--- src/rtl/priority_decoder_display.sv ---
// rtl/priority_decoder_display.sv - registered 2-to-4 one-hot decoder with hold timer and error blink
// Define PRIO_DEC_SYNC_EN to put 2-flop synchronizers on BTN, SW and V.
module priority_decoder_display #(
  parameter int unsigned BLINK_DIV   = 25_000_000,
  parameter int unsigned HOLD_CYCLES = 100_000_000,
  parameter int unsigned CNT_W       = 32
) (
  input  logic       clk,
  input  logic       rst,
  input  logic [1:0] SW,
  input  logic       V,
  input  logic       BTN,
  output logic [3:0] LED,
  output logic       active,
  output logic       err
);

  typedef enum logic [1:0] {ST_IDLE, ST_SHOW, ST_ERR} state_t;

  localparam logic [CNT_W-1:0] HOLD_LAST  = (HOLD_CYCLES > 0) ? CNT_W'(HOLD_CYCLES - 1) : '0;
  localparam logic [CNT_W-1:0] BLINK_LAST = CNT_W'(BLINK_DIV - 1);

  logic [1:0] w_sw;
  logic       w_v;
  logic       w_btn;
  logic       w_warm;
  logic       w_load;

`ifdef PRIO_DEC_SYNC_EN
  logic [3:0] r_sync1;
  logic [3:0] r_sync2;
  logic [1:0] r_warm;

  // r_warm marks when r_sync2 holds real samples rather than reset zeros
  always_ff @(posedge clk) begin
    if (rst) begin
      r_sync1 <= '0;
      r_sync2 <= '0;
      r_warm  <= '0;
    end else begin
      r_sync1 <= {BTN, V, SW};
      r_sync2 <= r_sync1;
      r_warm  <= {r_warm[0], 1'b1};
    end
  end

  assign w_btn  = r_sync2[3];
  assign w_v    = r_sync2[2];
  assign w_sw   = r_sync2[1:0];
  assign w_warm = r_warm[1];
`else
  assign w_btn  = BTN;
  assign w_v    = V;
  assign w_sw   = SW;
  assign w_warm = 1'b1;
`endif

  // Cleared by reset so a button already held through reset never fires
  logic r_btn_low;

  always_ff @(posedge clk) begin
    if (rst) r_btn_low <= 1'b0;
    else     r_btn_low <= ~w_btn & w_warm;
  end

  assign w_load = w_btn & r_btn_low;

  state_t           r_state;
  logic [CNT_W-1:0] r_cnt;
  logic [3:0]       r_led;
  logic             r_active;
  logic             r_err;

  always_ff @(posedge clk) begin
    if (rst) begin
      r_state  <= ST_IDLE;
      r_cnt    <= '0;
      r_led    <= 4'b0000;
      r_active <= 1'b0;
      r_err    <= 1'b0;
    end else if (w_load) begin
      r_cnt    <= '0;
      r_active <= 1'b1;
      if (w_v) begin
        r_state <= ST_SHOW;
        r_led   <= 4'b0001 << w_sw;
        r_err   <= 1'b0;
      end else begin
        r_state <= ST_ERR;
        r_led   <= 4'b1111;
        r_err   <= 1'b1;
      end
    end else begin
      case (r_state)
        ST_IDLE: ;
        ST_SHOW: begin
          if (HOLD_CYCLES != 0) begin
            if (r_cnt == HOLD_LAST) begin
              r_state  <= ST_IDLE;
              r_cnt    <= '0;
              r_led    <= 4'b0000;
              r_active <= 1'b0;
            end else begin
              r_cnt <= r_cnt + 1'b1;
            end
          end
        end
        ST_ERR: begin
          if (r_cnt == BLINK_LAST) begin
            r_cnt <= '0;
            r_led <= ~r_led;
          end else begin
            r_cnt <= r_cnt + 1'b1;
          end
        end
        default: begin
          r_state  <= ST_IDLE;
          r_cnt    <= '0;
          r_led    <= 4'b0000;
          r_active <= 1'b0;
          r_err    <= 1'b0;
        end
      endcase
    end
  end

  assign LED    = r_led;
  assign active = r_active;
  assign err    = r_err;

endmodule
--- config.mk ---
export PLATFORM = sky130hd
export DESIGN_NAME = priority_decoder_display
export DESIGN_NICKNAME = d
export VERILOG_FILES = /design/src/rtl/priority_decoder_display.sv
export SDC_FILE = /design/constraint.sdc
export NUM_CORES = 1
export LEC_CHECK = 0
export BUFFER_PORTS_ARGS = -buffer_cell sky130_fd_sc_hd__buf_4
export CELL_PAD_IN_SITES_DETAIL_PLACEMENT = 1
export CELL_PAD_IN_SITES_GLOBAL_PLACEMENT = 1
export CORE_MARGIN = 2
export CORE_UTILIZATION = 41
export CTS_CLUSTER_SIZE = 16
export DETAILED_ROUTE_END_ITERATION = 6
export PLACE_DENSITY = 0.86
export SLEW_MARGIN = 20
export SYNTH_ARGS = -nofsm -noshare
export SYNTH_HDL_FRONTEND = slang
export SYNTH_SLANG_ARGS = --single-unit
--- constraint.sdc ---
create_clock -name clk -period 2.1 [get_ports clk]
set_input_delay 0.105 -clock clk [delete_from_list [all_inputs] [get_ports clk]]
set_output_delay 0.105 -clock clk [all_outputs]
set_load 0.03 [all_outputs]
# Yosys cells after proc, flatten, opt, wreduce, memory -nomap -nowiden
# Index checks and enable logic that the tools add are counted.
[classes]
add_sub_neg = 1
bitwise_logic = 3
eq_ne = 9
shift = 1
n_reduce_logical = 6
mux = 18
[ops]
columns = ["op", "n"]
rows = [
  ["$pmux W32 S3", 1],
  ["$mux W32", 2],
  ["$add A32 B1 Y32 const B", 1],
  ["$eq A32 B25 Y1 const B", 1],
  ["$eq A32 B27 Y1 const B", 1],
  ["$mux W4", 4],
  ["$pmux W4 S3", 1],
  ["$mux W2", 3],
  ["$ne A3 B3 Y1 const B", 2],
  ["$mux W1", 5],
  ["$ne A2 B1 Y1 const B", 2],
  ["$not A4 Y4", 1],
  ["$pmux W2 S2", 1],
  ["$reduce_or A2 Y1", 2],
  ["$shl A1 B2 Y4 const A", 1],
  ["$reduce_and A3 Y1", 1],
  ["$reduce_or A3 Y1", 1],
  ["$eq A2 B1 Y1 const B", 1],
  ["$eq A2 B2 Y1 const B", 1],
  ["$logic_not A2 Y1", 1],
  ["$ne A2 B2 Y1 const B", 1],
  ["$pmux W1 S2", 1],
  ["$reduce_and A2 Y1", 1],
  ["$and A1 B1 Y1", 1],
  ["$not A1 Y1", 1],
]
[totals]
out_inout_bits = 6
ff_bits = 41
in_bits = 6
word_cells = 44

# Longest topological paths before layout
[logic_depth]
ltp_word = 4
mapped_depth = 8

# Worst setup path after synthesis
# OpenSTA, ideal clock, no wires.
[synth_path]
path_type = "reg-to-reg"
startpoint = "register r_cnt[0]"
endpoint = "register r_cnt[21]"
path_buffers = 1
stages_incl_launch_ff = 9
t_required_ns = 1.978
setup_slack_ns = -0.112
arrival_ns = 2.090
path_cell_list = "dfxtp_1 > ha_1 > and4_1 > nand4_1 > o41ai_4 > a21o_4 > buf_6 > nor2_1 > a221o_1"
[synth_between]
elab_chain_len = 3
[synth_rtl]
columns = ["item", "line", "text"]
rows = [
  ["start, declared", "69", "logic [CNT_W-1:0] r_cnt;"],
  ["start signal, assigned", "104", "r_cnt <= r_cnt + 1'b1;"],
  ["start signal, assigned", "113", "r_cnt <= r_cnt + 1'b1;"],
  ["$add A32 B1 Y32, or another cell as far along", "104, 113", ""],
  ["$mux W32 (on tied branches)", "109, 98", ""],
  ["$pmux W32 S3 (*)", "94", "case (r_state)"],
]
# Every way passes the cells marked *; elsewhere a longest branch is shown, timed or not.
# A chain may end at the register's enable or synchronous reset.

# Worst setup path in the final report
[layout_path]
startpoint = "register r_cnt[0]"
endpoint = "register r_cnt[10]"
# Same word-level chain as after synthesis.

==> flow_summary.ini <==
[run_status]
status = finished with violations
violations = negative setup slack

[critical_path]
worst_path_largest_cell_delay_ns = 0.34
cp-start-kind = register
cp_slowest_cell = dfxtp_1
r2r_cells = 9
timing.critical_path.cells = ha_2 > and4_4 > nand4_1 > o41ai_4 > buf_6 > a21o_2 > buf_4 > nor3_1 > a21o_1
cp_data_arrival_time_ns = 2.31
critPathMaxFanout = 7
worstPathRequired_ns = 2.29
crit_cells = 9
cp_top_family = compound AO/OA/AOI/OAI gates
critPathBufInv = 2
criticalPathCategory = register to register
end_kind = register

[floorplan]
start_util = 0.422
die_y_um = 78.8
fp-row-count = 27
core_mm2 = 0.00544
die_width_um = 78.8
dieArea_mm2 = 0.00621
pin_count = 12

[synthesis]
ys_ff_latch = 41
synthCells = 291
ys.warnings.count = 0
synth_seq_area_share = 0.358
syn_avg_cell_area_um2 = 7.88
synth_area_mm2 = 0.00229
yosysUniqueCellTypes = 43
syn_nets = 302

[timing]
worstMarginPinSlew_ns = 0.350
clock_skew_ns = 0.00607
fin_ws_ns = -0.0132
max_freq_ghz = 0.473
min_period_ns = 2.11
finalHoldViolations = 0
finalCritPeriodShare = 1.01
final_max_slew_viol_count = 0
rsz0062_at_grt = yes
relSlewSlack = 0.765
setup_viol = 1
setup_tns_ns = -0.0132

[drt]
via_per_inst = 6.22
wl_per_cell_um = 19.8
finalWirelength_um = 8480
first_pass_iters = 5
antenna_left = 0
vias = 2658
drc = 0
drt-initial-drc-count = 172

[final_layout]
fillers = 676
final_layout_size_suffix_gt1_frac = 0.296
regArea_um2 = 832
final_net_count = 367
multi_input_area_mm2 = 0.00149
area_growth_pct = 33.1
antenna_cells = 0
finalNonFillerCells = 427

[power]
total_power_mw = 1.40
p_per_area_mw_per_mm2 = 457
leakagePower_nw = 1.17
irDropWorstVdd_mv = 0.299

[clocking]
cts_tree = built
numCtsBuffers = 5
root_buffer = clkbuf_8
clockBufferDepth = 2
cts_num_sinks = 41
clk_pin_slew_ns = 0.08
htree_levels = 2
insertion_delay_ns = 0.30

[global_routing]
first_global_vias = 2633
antenna_found_initial = 0
track_usage = 0.259
grt_pass1_wl_um = 12600
grt_max_degree = 27
gr-total-overflow = 0

[placement]
gp_congestion = 0.816
dp_hpwl_um = 5210
portBuffers = 11
placed_cells = 411

[run]
cap_violations = 0

[min_path]
min_path_type = primary input to register
min_path_cells = 2
[metrics by stage]
step	cell area [um2]	hold slack, ns	worst slack, ns	utilization
6_report	3050	0.0551	-0.0132	0.561
5_1_grt	3050	0.0592	-0.0615	0.561
4_1_cts	2930	0.0514	-0.00329	0.538
3_5_place_dp	2790	0.307	-0.148	0.513
3_3_place_gp	2790	0.307	-0.00656	0.513
2_1_floorplan	2290	0.177	0.00511	-
[final cells by class]
class                      instances  share of cell area
multi-input combinational        231               0.488
inverter                          12              0.0148
clock inverter                     1             0.00164
clock buffer                       5              0.0225
timing repair buffer              65               0.171
sequential                        41               0.273
tap                               72              0.0295
[registers in the layout (all words and copies together) (netlist names)]
name,cells
r_state,2
r_btn_low,1
LED,4
r_cnt,32
err,1
active,1
[kinds of logic (layout without fill, tap and decap cells)]
family	after synthesis	count (layout)	share of synthesized area
AOI/OAI and AO/OA	49	51	0.163
muxes	5	5	0.0218
DFF	41	41	0.358
and+or+nand+nor	170	170	0.390
adders and majority gates	5	5	0.0273
buffers and inverters	21	83	0.0398
[synth_stat cells]
cell type | count | area [um2]
o21ai_0 | 7 | 35.0
nor3_2 | 1 | 10.0
a32oi_1 | 1 | 8.76
nor3_1 | 6 | 30.0
and2_1 | 2 | 12.5
or4_1 | 2 | 15.0
o21a_1 | 3 | 22.5
a221o_1 | 1 | 10.0
nor4b_2 | 1 | 15.0
a21o_4 | 1 | 15.0
inv_1 | 12 | 45.0
o211ai_1 | 2 | 15.0
and3_1 | 6 | 37.5
nand3_2 | 1 | 10.0
nor4bb_1 | 1 | 10.0
a21oi_2 | 2 | 17.5
and4_1 | 2 | 17.5
dfxtp_1 | 41 | 821
nand2b_1 | 1 | 6.26
mux2i_1 | 5 | 50.1
a21boi_0 | 3 | 22.5
nand2_1 | 43 | 161
a31oi_1 | 4 | 25.0
nor2_1 | 16 | 60.1
or2_2 | 2 | 12.5
or3_1 | 16 | 100
buf_2 | 4 | 20.0
nand4b_1 | 2 | 17.5
nand3_1 | 53 | 265
a21o_1 | 3 | 22.5
o311ai_0 | 4 | 35.0
o31ai_1 | 1 | 7.51
ha_1 | 5 | 62.6
o22ai_1 | 4 | 25.0
buf_6 | 1 | 11.3
nor4b_4 | 1 | 23.8
nor4b_1 | 1 | 8.76
nand4_1 | 10 | 62.6
a21oi_1 | 10 | 50.1
nor4_1 | 3 | 18.8
o41ai_4 | 2 | 55.1
a22oi_1 | 1 | 7.51
clkbuf_1 | 4 | 15.0
[cells in the final DEF, fill, tap and decap left out, types with 3 or more instances in the layout]
cell,n
nor4_2,3
nor3_1,6
a21oi_2,3
nand3_1,51
dfxtp_2,9
ha_1,4
a21oi_1,8
clkbuf_8,5
a21o_1,3
nand4_1,10
or3_1,15
dfxtp_1,32
o311ai_0,3
o21a_1,3
nor2_1,16
and3_1,6
nand3_2,3
a31oi_1,4
a21boi_0,3
buf_4,60
inv_1,12
o21ai_0,6
o22ai_1,4
mux2i_1,5
nand2_1,42
[per-layer routing]
metal / wire length, um / track usage / vias up
met1: 3430 / 0.297 / 1331
met2: 4300 / 0.468 / 95
met3: 420 / 0.0443 / 25
met5: 0 / 0 / -
met4: 319 / 0.121 / 0
li1: - / - / 1207
[power by group]
group          switching [mW]  internal, mW  total, mW  leakage (nW)
logic                  0.0712        0.0487      0.120         0.793
clock network           0.270         0.219      0.489        0.0399
registers             0.00477         0.782      0.787         0.335
[path summary, 6_finish.rpt]
check,startpoint,end,slack [ns]
max reg2reg,r_cnt[0],r_cnt[10],-0.01
min,rst,r_btn_low,0.06
min reg2reg,active,active,0.46
max,r_cnt[0],r_cnt[10],-0.01
[what timing repair did]
action | in CTS | in global routing
pin swaps | 6 | 9
endpoints found under the setup margin | 35 | 37
hold endpoints to repair | 1 | 0
hold buffers | 1 | 0
cloned | 1 | 1
resized for setup | 4 | 26
setup buffers | 3 | 4
Note: power is estimated with default switching activity, not from simulation.
